<file path="src/rtl/instr_byte_loader.sv">
// instr_byte_loader: receives the byte-serial program-load stream, packs bytes
// little-endian into 32-bit words and writes them to consecutive instruction
// memory word addresses while holding the core stalled.
// Optional feature macro: LOADER_CHECKSUM_EN (adds a trailing 8-bit checksum
// byte after the end marker or full condition).
module instr_byte_loader #(
    parameter int          ADDR_W     = 6,
    parameter logic [7:0]  START_BYTE = 8'hFE,
    parameter logic [7:0]  END_BYTE   = 8'hFF
) (
    input  logic              clk_i,
    input  logic              reset_n,
    input  logic [7:0]        instr_i,
    input  logic              byte_valid_i,
    output logic              imem_we_o,
    output logic [ADDR_W-1:0] imem_addr_o,
    output logic [31:0]       imem_wdata_o,
    output logic              cpu_hold_o,
    output logic              load_done_o,
    output logic              load_full_o,
    output logic [ADDR_W:0]   word_count_o,
    output logic              checksum_err_o
);

`ifdef LOADER_CHECKSUM_EN
    typedef enum logic [1:0] {S_IDLE, S_LOAD, S_CHK, S_DONE} state_t;
`else
    typedef enum logic [1:0] {S_IDLE, S_LOAD, S_DONE} state_t;
`endif

    localparam logic [ADDR_W-1:0] LAST_ADDR = '1;
    localparam logic [ADDR_W:0]   MAX_COUNT = {1'b1, {ADDR_W{1'b0}}};

    state_t              r_state;
    state_t              w_state_next;
    logic [1:0]          r_byte_cnt;
    logic [ADDR_W-1:0]   r_word_addr;
    logic [23:0]         r_partial;
    logic                r_we;
    logic [ADDR_W-1:0]   r_addr;
    logic [31:0]         r_wdata;
    logic [ADDR_W:0]     r_word_count;
    logic                r_full;
    logic                r_chk_err;

    logic w_take_start;
    logic w_in_load;
    logic w_end;
    logic w_data;
    logic w_word;
    logic w_last;

    // Decode what the current byte means in the current state.
    assign w_take_start = (r_state == S_IDLE) && byte_valid_i && (instr_i == START_BYTE);
    assign w_in_load    = (r_state == S_LOAD) && byte_valid_i;
    assign w_end        = w_in_load && (r_byte_cnt == 2'd0) && (instr_i == END_BYTE);
    assign w_data       = w_in_load && !w_end;
    assign w_word       = w_data && (r_byte_cnt == 2'd3);
    assign w_last       = w_word && (r_word_addr == LAST_ADDR);

`ifdef LOADER_CHECKSUM_EN
    logic [7:0] r_sum;
    logic [7:0] w_chk_total;
    logic       w_chk_take;

    assign w_chk_total = r_sum + instr_i;
    assign w_chk_take  = (r_state == S_CHK) && byte_valid_i;

    // Running sum of data bytes and the verdict on the checksum byte.
    always_ff @(posedge clk_i or negedge reset_n) begin
        if (!reset_n) begin
            r_sum     <= 8'h00;
            r_chk_err <= 1'b0;
        end else begin
            if (w_take_start) begin
                r_sum <= 8'h00;
            end else if (w_data) begin
                r_sum <= r_sum + instr_i;
            end
            if (w_chk_take) begin
                r_chk_err <= (w_chk_total != 8'h00);
            end
        end
    end
`else
    assign r_chk_err = 1'b0;
`endif

    // State register.
    always_ff @(posedge clk_i or negedge reset_n) begin
        if (!reset_n) begin
            r_state <= S_IDLE;
        end else begin
            r_state <= w_state_next;
        end
    end

    // Next-state logic: end marker or last word leaves LOAD; DONE is terminal.
    always_comb begin
        w_state_next = r_state;
        case (r_state)
            S_IDLE: begin
                if (w_take_start) begin
                    w_state_next = S_LOAD;
                end
            end
            S_LOAD: begin
                if (w_end || w_last) begin
`ifdef LOADER_CHECKSUM_EN
                    w_state_next = S_CHK;
`else
                    w_state_next = S_DONE;
`endif
                end
            end
`ifdef LOADER_CHECKSUM_EN
            S_CHK: begin
                if (byte_valid_i) begin
                    w_state_next = S_DONE;
                end
            end
`endif
            S_DONE: begin
                w_state_next = S_DONE;
            end
            default: begin
                w_state_next = S_IDLE;
            end
        endcase
    end

    // Byte packing, registered write port and load status.
    always_ff @(posedge clk_i or negedge reset_n) begin
        if (!reset_n) begin
            r_byte_cnt   <= 2'd0;
            r_word_addr  <= '0;
            r_partial    <= 24'h000000;
            r_we         <= 1'b0;
            r_addr       <= '0;
            r_wdata      <= 32'h00000000;
            r_word_count <= '0;
            r_full       <= 1'b0;
        end else begin
            r_we <= 1'b0;
            if (w_take_start) begin
                r_byte_cnt  <= 2'd0;
                r_word_addr <= '0;
                r_partial   <= 24'h000000;
            end else if (w_data) begin
                r_byte_cnt <= r_byte_cnt + 2'd1;
                case (r_byte_cnt)
                    2'd0:    r_partial[7:0]   <= instr_i;
                    2'd1:    r_partial[15:8]  <= instr_i;
                    2'd2:    r_partial[23:16] <= instr_i;
                    default: r_partial        <= r_partial;
                endcase
                if (w_word) begin
                    r_we    <= 1'b1;
                    r_addr  <= r_word_addr;
                    r_wdata <= {instr_i, r_partial};
                    if (r_word_count != MAX_COUNT) begin
                        r_word_count <= r_word_count + 1'b1;
                    end
                    if (w_last) begin
                        r_full <= 1'b1;
                    end else begin
                        r_word_addr <= r_word_addr + 1'b1;
                    end
                end
            end
        end
    end

    assign imem_we_o      = r_we;
    assign imem_addr_o    = r_addr;
    assign imem_wdata_o   = r_wdata;
    assign word_count_o   = r_word_count;
    assign load_full_o    = r_full;
    assign checksum_err_o = r_chk_err;
    assign cpu_hold_o     = (r_state != S_DONE) || r_chk_err;
    assign load_done_o    = (r_state == S_DONE) && !r_chk_err;

endmodule
</file>
<file path="config.mk">
export PLATFORM = sky130hd
export DESIGN_NAME = instr_byte_loader
export DESIGN_NICKNAME = d
export VERILOG_FILES = /design/src/rtl/instr_byte_loader.sv
export SDC_FILE = /design/constraint.sdc
export NUM_CORES = 1
export LEC_CHECK = 0
export CORE_MARGIN = 2
export CORE_UTILIZATION = 24
export CTS_CLUSTER_DIAMETER = 120
export DETAILED_ROUTE_END_ITERATION = 6
export PLACE_DENSITY_LB_ADDON = 0.05
export SETUP_SLACK_MARGIN = 0.3
export SLEW_MARGIN = 20
export SYNTH_ARGS = -nofsm -noshare
export SYNTH_HDL_FRONTEND = slang
export SYNTH_SLANG_ARGS = --single-unit
</file>
<file path="constraint.sdc">
create_clock -name clk_i -period 2.7 [get_ports clk_i]
set_clock_uncertainty 0.2 [all_clocks]
set_input_delay 0.27 -clock clk_i [delete_from_list [all_inputs] [get_ports clk_i]]
set_output_delay 0.27 -clock clk_i [all_outputs]
set_load 0.01 [all_outputs]
</file>
[After elaboration in Yosys (flattened, before gate mapping)]
Index checks and enable logic that the tools add are counted.
Word-level totals
  logic and storage cells: 70
  output and inout bits: 50
  register bits: 81
Cells by class
  equal/unequal tests: 13
  add/sub/neg operators: 3
  mux-type cells: 17
  bitwise gates (word level): 1
  reduce and logical (&&, ||, !) cells: 25
Operators with widths (number)
  2-to-1 mux 24 bit: 2
  2-to-1 mux 6 bit: 4
  2-to-1 mux 8 bit: 3
  equality test 8 bit, second input constant: 2
  nonzero test 2 bit: 5
  logical AND 1 bit: 8
  2-to-1 mux 2 bit: 4
  AND reduction 2 bit: 4
  AND reduction 4 bit: 2
  adder 7 x 1 -> 7 bit, second input constant: 1
  != test 7 bit, second input constant: 1
  adder 6 x 1 -> 6 bit, second input constant: 1
  equality test 2 bit, second input constant: 3
  equality test 6 bit, second input constant: 1
  != test 2 bit, second input constant: 3
  one-hot mux 2 bit (3 select lines): 1
  AND reduction 3 bit: 2
  equality test 2 x 1 -> 1 bit, second input constant: 2
  logical NOT 2 bit: 2
  2-to-1 mux 1 bit: 3
  adder 2 x 1 -> 2 bit, second input constant: 1
  != test 2 x 1 -> 1 bit, second input constant: 1
  logical NOT 1 bit: 1
  logical OR 1 bit: 1
  inverter 1 bit: 1

[Logic depth before layout (Yosys ltp)]
Gate-level depths: netlist of run 1.
  depth after elaboration: 12
  gate-level depth with buffers: 8
  depth with buffers taken out: 6

[Worst setup path after synthesis of run 1]
No wires, ideal clock.
  path type: reg2reg
  from: register r_state[0]
  to: register r_addr[4] (netlist: imem_addr_o[4])
  library setup time: 0.127 ns
  required time: 2.373 ns
  buffers on the path: 2
  clock period less this slack: 2.006 ns
  arrival time: 1.679 ns
  setup slack: 0.694 ns
  cell stages (with the launch flop): 8
  cell sequence: dfrtp_1 -> inv_1 -> ha_1 -> mux2i_1 -> o31ai_4 -> buf_4 -> buf_4 -> mux2_1
On the way
  longest elaborated chain between the ends: 8
RTL lines
  start: declaration: RTL line 34  | state_t r_state;
  start signal: assignment: RTL line 94  | r_state <= w_state_next;
  equality test 2 x 1 -> 1 bit: RTL line 55  | assign w_in_load = (r_state == S_LOAD) && byte_valid_i;
  logical AND 1 bit: RTL line 55
  logical AND 1 bit (2 in series): RTL line 56  | assign w_end = w_in_load && (r_byte_cnt == 2'd0) && (instr_i == END_BYTE);
  logical NOT 1 bit: RTL line 57  | assign w_data = w_in_load && !w_end;
  logical AND 1 bit: RTL line 57
  logical AND 1 bit: RTL line 58  | assign w_word = w_data && (r_byte_cnt == 2'd3);
  AND reduction 3 bit (no line) (*)
  end signal: assignment: RTL line 159  | r_addr <= r_word_addr;
  end: declaration: RTL line 40  | logic [ADDR_W-1:0] r_addr;
Mark *: on every way between the ends. The rest lies on a longest branch, timed or not.
A chain may end at the register's enable or synchronous reset.

[Worst setup path after layout of run 1]
  from: register r_state[0]
  to: register r_word_count[1] (netlist: word_count_o[1])
On the way
  longest elaborated chain between the ends: 8
RTL lines
  equality test 2 x 1 -> 1 bit: RTL line 55
  logical AND 1 bit: RTL line 55
  logical AND 1 bit (2 in series): RTL line 56
  logical NOT 1 bit: RTL line 57
  logical AND 1 bit: RTL line 57
  logical AND 1 bit: RTL line 58
  AND reduction 4 bit (no line) (*)
  end signal: assignment: RTL line 162  | r_word_count <= r_word_count + 1'b1;
  end: declaration: RTL line 42  | logic [ADDR_W:0] r_word_count;
Marked as above.

==> results.md, run 1 <==
- Synth Warn #: 0
- Pwr Density: 1010 nW/um^2
- Total CTS buffers: 9
- Fin crit period: 2.26 ns
- R2R cell count: 7
- Max IR drop VDD: 0.000298 V
- Synth-to-Final Area Change: 34.8%
- Fmax achieved: 0.442 GHz
- Worst Hold Slack: 0.279 ns
- GRT overflow: 0
- Worst setup path category: reg -> reg
- Area of the multi-input gates: 1470 sq um
- Die ar.: 16100 sq um
- Synth async-reset ratio: 100%
- Worst Path Required: 2.73 ns
- Max-slew headroom: 58.3%
- CP peak stage delay: 0.41 ns
- Largest net degree at the start of global routing: 46
- Yosys top cell by area: dfrtp_1
- Setup TNS: 0 ns
- Row count: 44
- Run status: complete, no violations
- Register area: 2030 sq um
- Number of port buffers: 59
- Mapped Area: 3610 sq um
- Pre-Repair DR Iteration Count: 4
- Max Transition Viols Final: 0
- Skew-Pair Late Insertion Delay: 0.34 ns
- Routed vias/inst: 4.51
- Final wirelength: 8.88 mm
- Area share of the largest cell type after synthesis: 56.1%
- First-pass GRT wire length: 14.5 mm
- Die W: 127 um
- Cell count after placement: 539
- Antenna diode count: 0
- Clk sinks: 81
- Final Power: 4.90 mW
- Most frequent cell after synthesis: dfrtp_1
- Fillers: 1506
- Vias in the first global route: 2539
- Synth Flop Type: dfrtp_1
- Critical Path End Type: flop
- Initial antenna violation count: 0
- RR Endpoint: word_count_o[1]
- Final hold vios: 0
- Routed Antenna Nets: 0
- Commonest cells in the netlist: dfrtp_1, mux2_1, nand3_1
- Tightest Hold Check Type: in -> async
- RSZ-0062 raised after global routing: no
- Netlist cell types: 47
- Crit Reg-Reg Startpoint: r_state[0]
- Crit-path cells: inv_1 > ha_1 > mux2i_1 > o31ai_4 > buf_12 > a31o_2 > mux2_1
- Worst-path clk slew: 0.06 ns
- Total track usage: 11.9%
- CTS tree: done
- Worst Path Arrival: 2.29 ns
- Synth area leaders: dfrtp_1, mux2_1, ha_1, mux2_2, nand3_1
- Sequential share of the synthesized area: 56.1%
- CP startpoint kind: flop
- Gate count of the mapped netlist: 295
- Number of synthesized flops with an enable pin: 0
- Layout cells sized above 1: 13.4%
- Mapped Nets: 317
- Die height: 127 um
- DR vias: 2506
- Critical Path Slowest Stage Cell: dfrtp_1
- I/O pins: 61
- Layout Cells excl Fill: 556
- Placed wire-length estimate: 6.15 mm
- # nets final: 389
- GPL Wtd Cong: 0.771
- R2R Setup Slk: 0.44 ns
- Syn avg cell area: 12.2 sq um
- Root buf cell: clkbuf_16
- Worst Max-Slew Pin Slew: 0.625 ns
- Routed len/inst: 16.0 um
- DRC Markers: 0
- H-Tree Depth: 3
- Drt first-iter violations: 112
- Seq cells post-synth: 81
- Lkg Pwr: 2.21 nW
- CTS max path bufs: 2
- MaxCap Viol Count: 0
- Period utilization: 83.8%
- Core area: 14600 sq um
- Final setup viols: 0
- Worst-path fanout max: 20
- Initial core utilization: 24.7%
## power breakdown
part,switching [mW],internal (mW)
registers,0.276,1.66
logic,0.661,0.843
clock network,0.505,0.956
## how the worst max path moves through the flow
stage                          start  cells after the start         endpoint  slack (ns)
after floorplan           r_state[0]                      7   imem_addr_o[4]        0.69
after global placement    instr_i[5]                      6  word_count_o[1]        0.25
after detailed placement  instr_i[5]                      6  word_count_o[1]        0.23
after CTS                 r_state[1]                      7  word_count_o[1]        0.39
after global routing      r_state[0]                      7  word_count_o[1]        0.32
final                     r_state[0]                      7  word_count_o[1]        0.44
## timing repair
action | CTS | global route
hold endpoints to repair | 44 | 0
buffers inserted | 0 | 0
hold buffers | 1 | 0
gates resized for setup | 0 | 1
setup endpoints to repair | 0 | 1
## critical path, delay by kind of cell (launching register included)
kind	cells	cell delay, ns
AO/OA/AOI/OAI	2	0.44
flip-flops	1	0.41
adder cells (fa/ha/maj)	1	0.29
buffers and inverters	2	0.32
multiplexers	2	0.47
## state kept, by name, indices dropped and copies added (netlist names)
name          flops
imem_wdata_o     32
r_partial        24
word_count_o      7
imem_addr_o       6
r_word_addr       6
r_byte_cnt        2
r_state           2
imem_we_o         1
load_full_o       1
## layout make-up
cell class              count  area share [%]
clock buffers              12            5.27
clock inverters             4            2.03
inverters                  12           0.925
multi-input cells         189            30.2
flip-flops and latches     81            41.6
well taps                 184            4.73
repair buffers             74            15.2
## cells in the final DEF, fill, tap and decap left out, types with 3 or more instances in the layout
master,n
a21oi_1,3
and2_1,3
buf_12,3
buf_4,12
bufinv_16,3
clkbuf_16,9
clkdlybuf4s50_1,58
dfrtp_1,81
ha_1,11
inv_1,12
mux2_1,25
mux2_2,12
mux2i_1,10
nand2_1,20
nand3_1,25
nor2_1,11
nor3_1,4
o21ai_0,18
o21ai_1,4
o31ai_1,3
xor2_1,5
## routing by layer
layer  vias up  GRT usage [%]  wire length [um]  share of wire [%]
met5         -              0                 0                  0
met4         0           6.01               194                2.2
li1       1197              -                 -                  -
met1      1232           17.0              4410                 50
met2        65           16.6              3860                 43
met3        12           3.12               419                4.7
## metrics by stage
step / instance area, sq um / utilization (%) / setup slack (ns)
final: 4870 / 33.3 / 0.436
after global routing: 4870 / 33.3 / 0.315
after CTS: 4870 / 33.2 / 0.391
after detailed placement: 4500 / 30.8 / 0.226
after global placement: 4500 / 30.8 / 0.248
after floorplan: 3610 / - / 0.694
## cells by family (layout without fill, tap and decap cells)
family	after synthesis	after routing	share of synthesized area (%)
AND/OR/NAND/NOR	77	77	11.2
flip-flops	81	81	56.1
XOR/XNOR	7	7	1.70
adder cells (fa/ha/maj)	11	11	3.81
buffers and inverters	25	102	3.22
AO/OA/AOI/OAI	46	46	9.59
multiplexers	47	47	14.3
other	1	1	0.104
(Power assumes the default switching activity.)
==> run 2: changes to the inputs <==
clock period = 1.9 ns   (was 2.7 ns; I/O delays follow)
==> results.md, run 2 (synthesis gave the netlist of run 1 again) <==
- Switching portion of total power: 30.7% (+1.3 points)
- Setup TNS: -1.87 ns (-1.87 ns)
- Drt first-iter violations: 121 (+8.0%)
- Worst Path Required: 1.93 ns (-0.80 ns)
- Routed len/inst: 16.5 um (+3.4%)
- Global routing's busiest layer: met2
- NetSw: 2.48 mW (+72%)
- DRC Markers: 0 (unchanged)
- Fin crit period: 1.99 ns (-0.275 ns)
- Worst Max-Slew Pin Slew: 0.501 ns (-0.124 ns)
- Die ar.: 16100 sq um (unchanged)
- Root buf cell: clkbuf_16
- Clk sinks: 81 (unchanged)
- MaxCap Viol Count: 0 (unchanged)
- CTS max path bufs: 2 (unchanged)
- GRT met3 Usage: 4.64% (+1.5 points)
- Most frequent cells in the layout: dfrtp_1, buf_4, dlygate4sd2_1, mux2_4, buf_6
- Fmax achieved: 0.503 GHz (+14%)
- Crit path setup slack, layout: -0.0892 ns (-0.525 ns)
- Period utilization: 105% (+21 points)
- Combinational Power Share: 42.0% (+11 points)
- Placed wire-length estimate: 6.46 mm (+5.0%)
- Worst-path clk slew: 0.06 ns (about the same)
- Initial antenna violation count: 0 (unchanged)
- Skew-Pair Late Insertion Delay: 0.35 ns (about the same)
- DR vias: 2894 (+15%)
- Layout Cells excl Fill: 637 (+15%)
- Worst setup path category: reg -> reg
- GPL Wtd Cong: 0.764 (-0.92%)
- Row count: 44 (unchanged)
- Final setup viols: 52 (+52)
- Cell-internal power: 5.59 mW (+62%)
- CP startpoint kind: flop
- Total track usage: 13.0% (+1.1 points)
- Layout cells sized above 1: 50.8% (+37 points)
- Final hold vios: 0 (unchanged)
- I/O pins: 61 (unchanged)
- Util after Layout: 43.5% (+10 points)
- Synth-to-Final Area Change: 76.1%
- Tightest Hold Check Type: in -> async
- Routed vias/inst: 4.54 (+0.80%)
- Largest net degree at the start of global routing: 46 (unchanged)
- Max IR drop VDD: 0.000558 V (+87%)
- R2R cell count: 8 (+1)
- Die height: 127 um (unchanged)
- Run status: complete, but fails checks
- Max FFs per register: 32 (unchanged)
- Routed Antenna Nets: 0 (unchanged)
- Pwr Density: 1270 nW/um^2 (+26%)
- Critical Path End Type: flop
- Cell count after placement: 583 (+8.2%)
- Max-slew headroom: 66.3% (+8.0 points)
- Final Power: 8.07 mW (+65%)
- Worst-path fanout max: 4 (-80%)
- Vias in the first global route: 2952 (+16%)
- Max Transition Viols Final: 0 (unchanged)
- Sequential fraction of design power: 34.3% (-5.2 points)
- GRT overflow: 0 (unchanged)
- First-pass GRT wire length: 16.1 mm (+11%)
- Total CTS buffers: 9 (unchanged)
- Lkg Pwr: 3.19 nW (+44%)
- CTS tree: done
- RSZ-0062 raised after global routing: yes
- Worst Path Arrival: 2.02 ns (-0.27 ns)
- Final wirelength: 10.5 mm (+18%)
- Pre-Repair DR Iteration Count: 4 (unchanged)
- Clk pwr share: 23.7% (-6.1 points)
- Initial core utilization: 24.7% (unchanged)
- Met1 Use GR: 17.6% (+0.64 points)
- Failing checks: setup timing
- Core area: 14600 sq um (unchanged)
- Die W: 127 um (unchanged)
- Antenna diode count: 0 (unchanged)
- Met2 usage in global routing: 19.6% (+3.0 points)
- Number of port buffers: 59 (unchanged)
- H-Tree Depth: 3 (unchanged)
- # nets final: 470 (+21%)
- Most common cell after layout, fill and taps aside: dfrtp_1
-- run 2: cell types whose count changed in the layout (fill, tap and decap cells not counted), moves of 24 or more --
cell and delta:
buf_4 +45, dlygate4sd2_1 +47, mux2_1 -24, mux2_4 +36, clkdlybuf4s50_1 -50
-- run 2: per-stage QoR --
stage | worst slack [ns] | cell area, sq um | hold slack [ns]
global placement | -0.332 | 4910 | -0.113
detailed placement | -0.384 | 4910 | -0.116
finish | -0.0892 | 6360 | 0.0546
global route | -0.150 | 6360 | 0.0715
CTS | -0.104 | 5790 | 0.0540
floorplan | -0.0428 | 3700 | -0.306
-- run 2: final timing paths --
check / start / end / slack (ns)
max: r_state[1] / word_count_o[1] / -0.09
min: reset_n / imem_wdata_o[6] / 0.05
max reg2reg: r_state[1] / word_count_o[1] / -0.09
min reg2reg: load_full_o / load_full_o / 0.27
max in group asynchronous: reset_n / r_word_addr[3] / 0.88
min in group clk_i: load_full_o / load_full_o / 0.27
-- run 2: critical path: stages (launching register included) --
cell     delay (ns)
dfrtp_1        0.39
inv_2          0.12
ha_4           0.14
and3_4         0.20
o31ai_4        0.07
buf_4          0.14
buf_6          0.12
a31o_4         0.21
mux2_4         0.29
-- run 2: what timing repair did --
item,4_1_cts,5_1_grt
buffers inserted,17,11
endpoints found under the setup margin,130,84
pin swaps,34,32
endpoints found under the hold margin,81,0
hold buffers,1,0
cloned,4,5
gates resized for setup,157,83
-- run 2: final cells by class --
| type | instances | area, sq um |
|---|---|---|
| clock buffer | 14 | 264 |
| clock inverter | 2 | 60.1 |
| fill | 1396 | 8280 |
| inverter | 12 | 45.0 |
| multi-input combinational | 189 | 2120 |
| sequential | 81 | 2030 |
| tap | 184 | 230 |
| timing repair buffer | 155 | 1620 |
-- run 2: power by group through the flow --
stage / clock, mW / combinational [mW] / sequential, mW
after floorplan: 0 / 1.08 / 2.85
after global placement: 0 / 2.54 / 2.77
after detailed placement: 0 / 2.56 / 2.77
after CTS: 1.99 / 2.72 / 2.74
after global routing: 2.07 / 3.67 / 2.87
final: 1.91 / 3.39 / 2.77
-- run 2: metal layers --
metal | up-vias | share of wire, %
met1 | 1473 | 49
met5 | - | 0
met2 | 49 | 46
met4 | 0 | 1.2
met3 | 9 | 4.0
li1 | 1363 | -
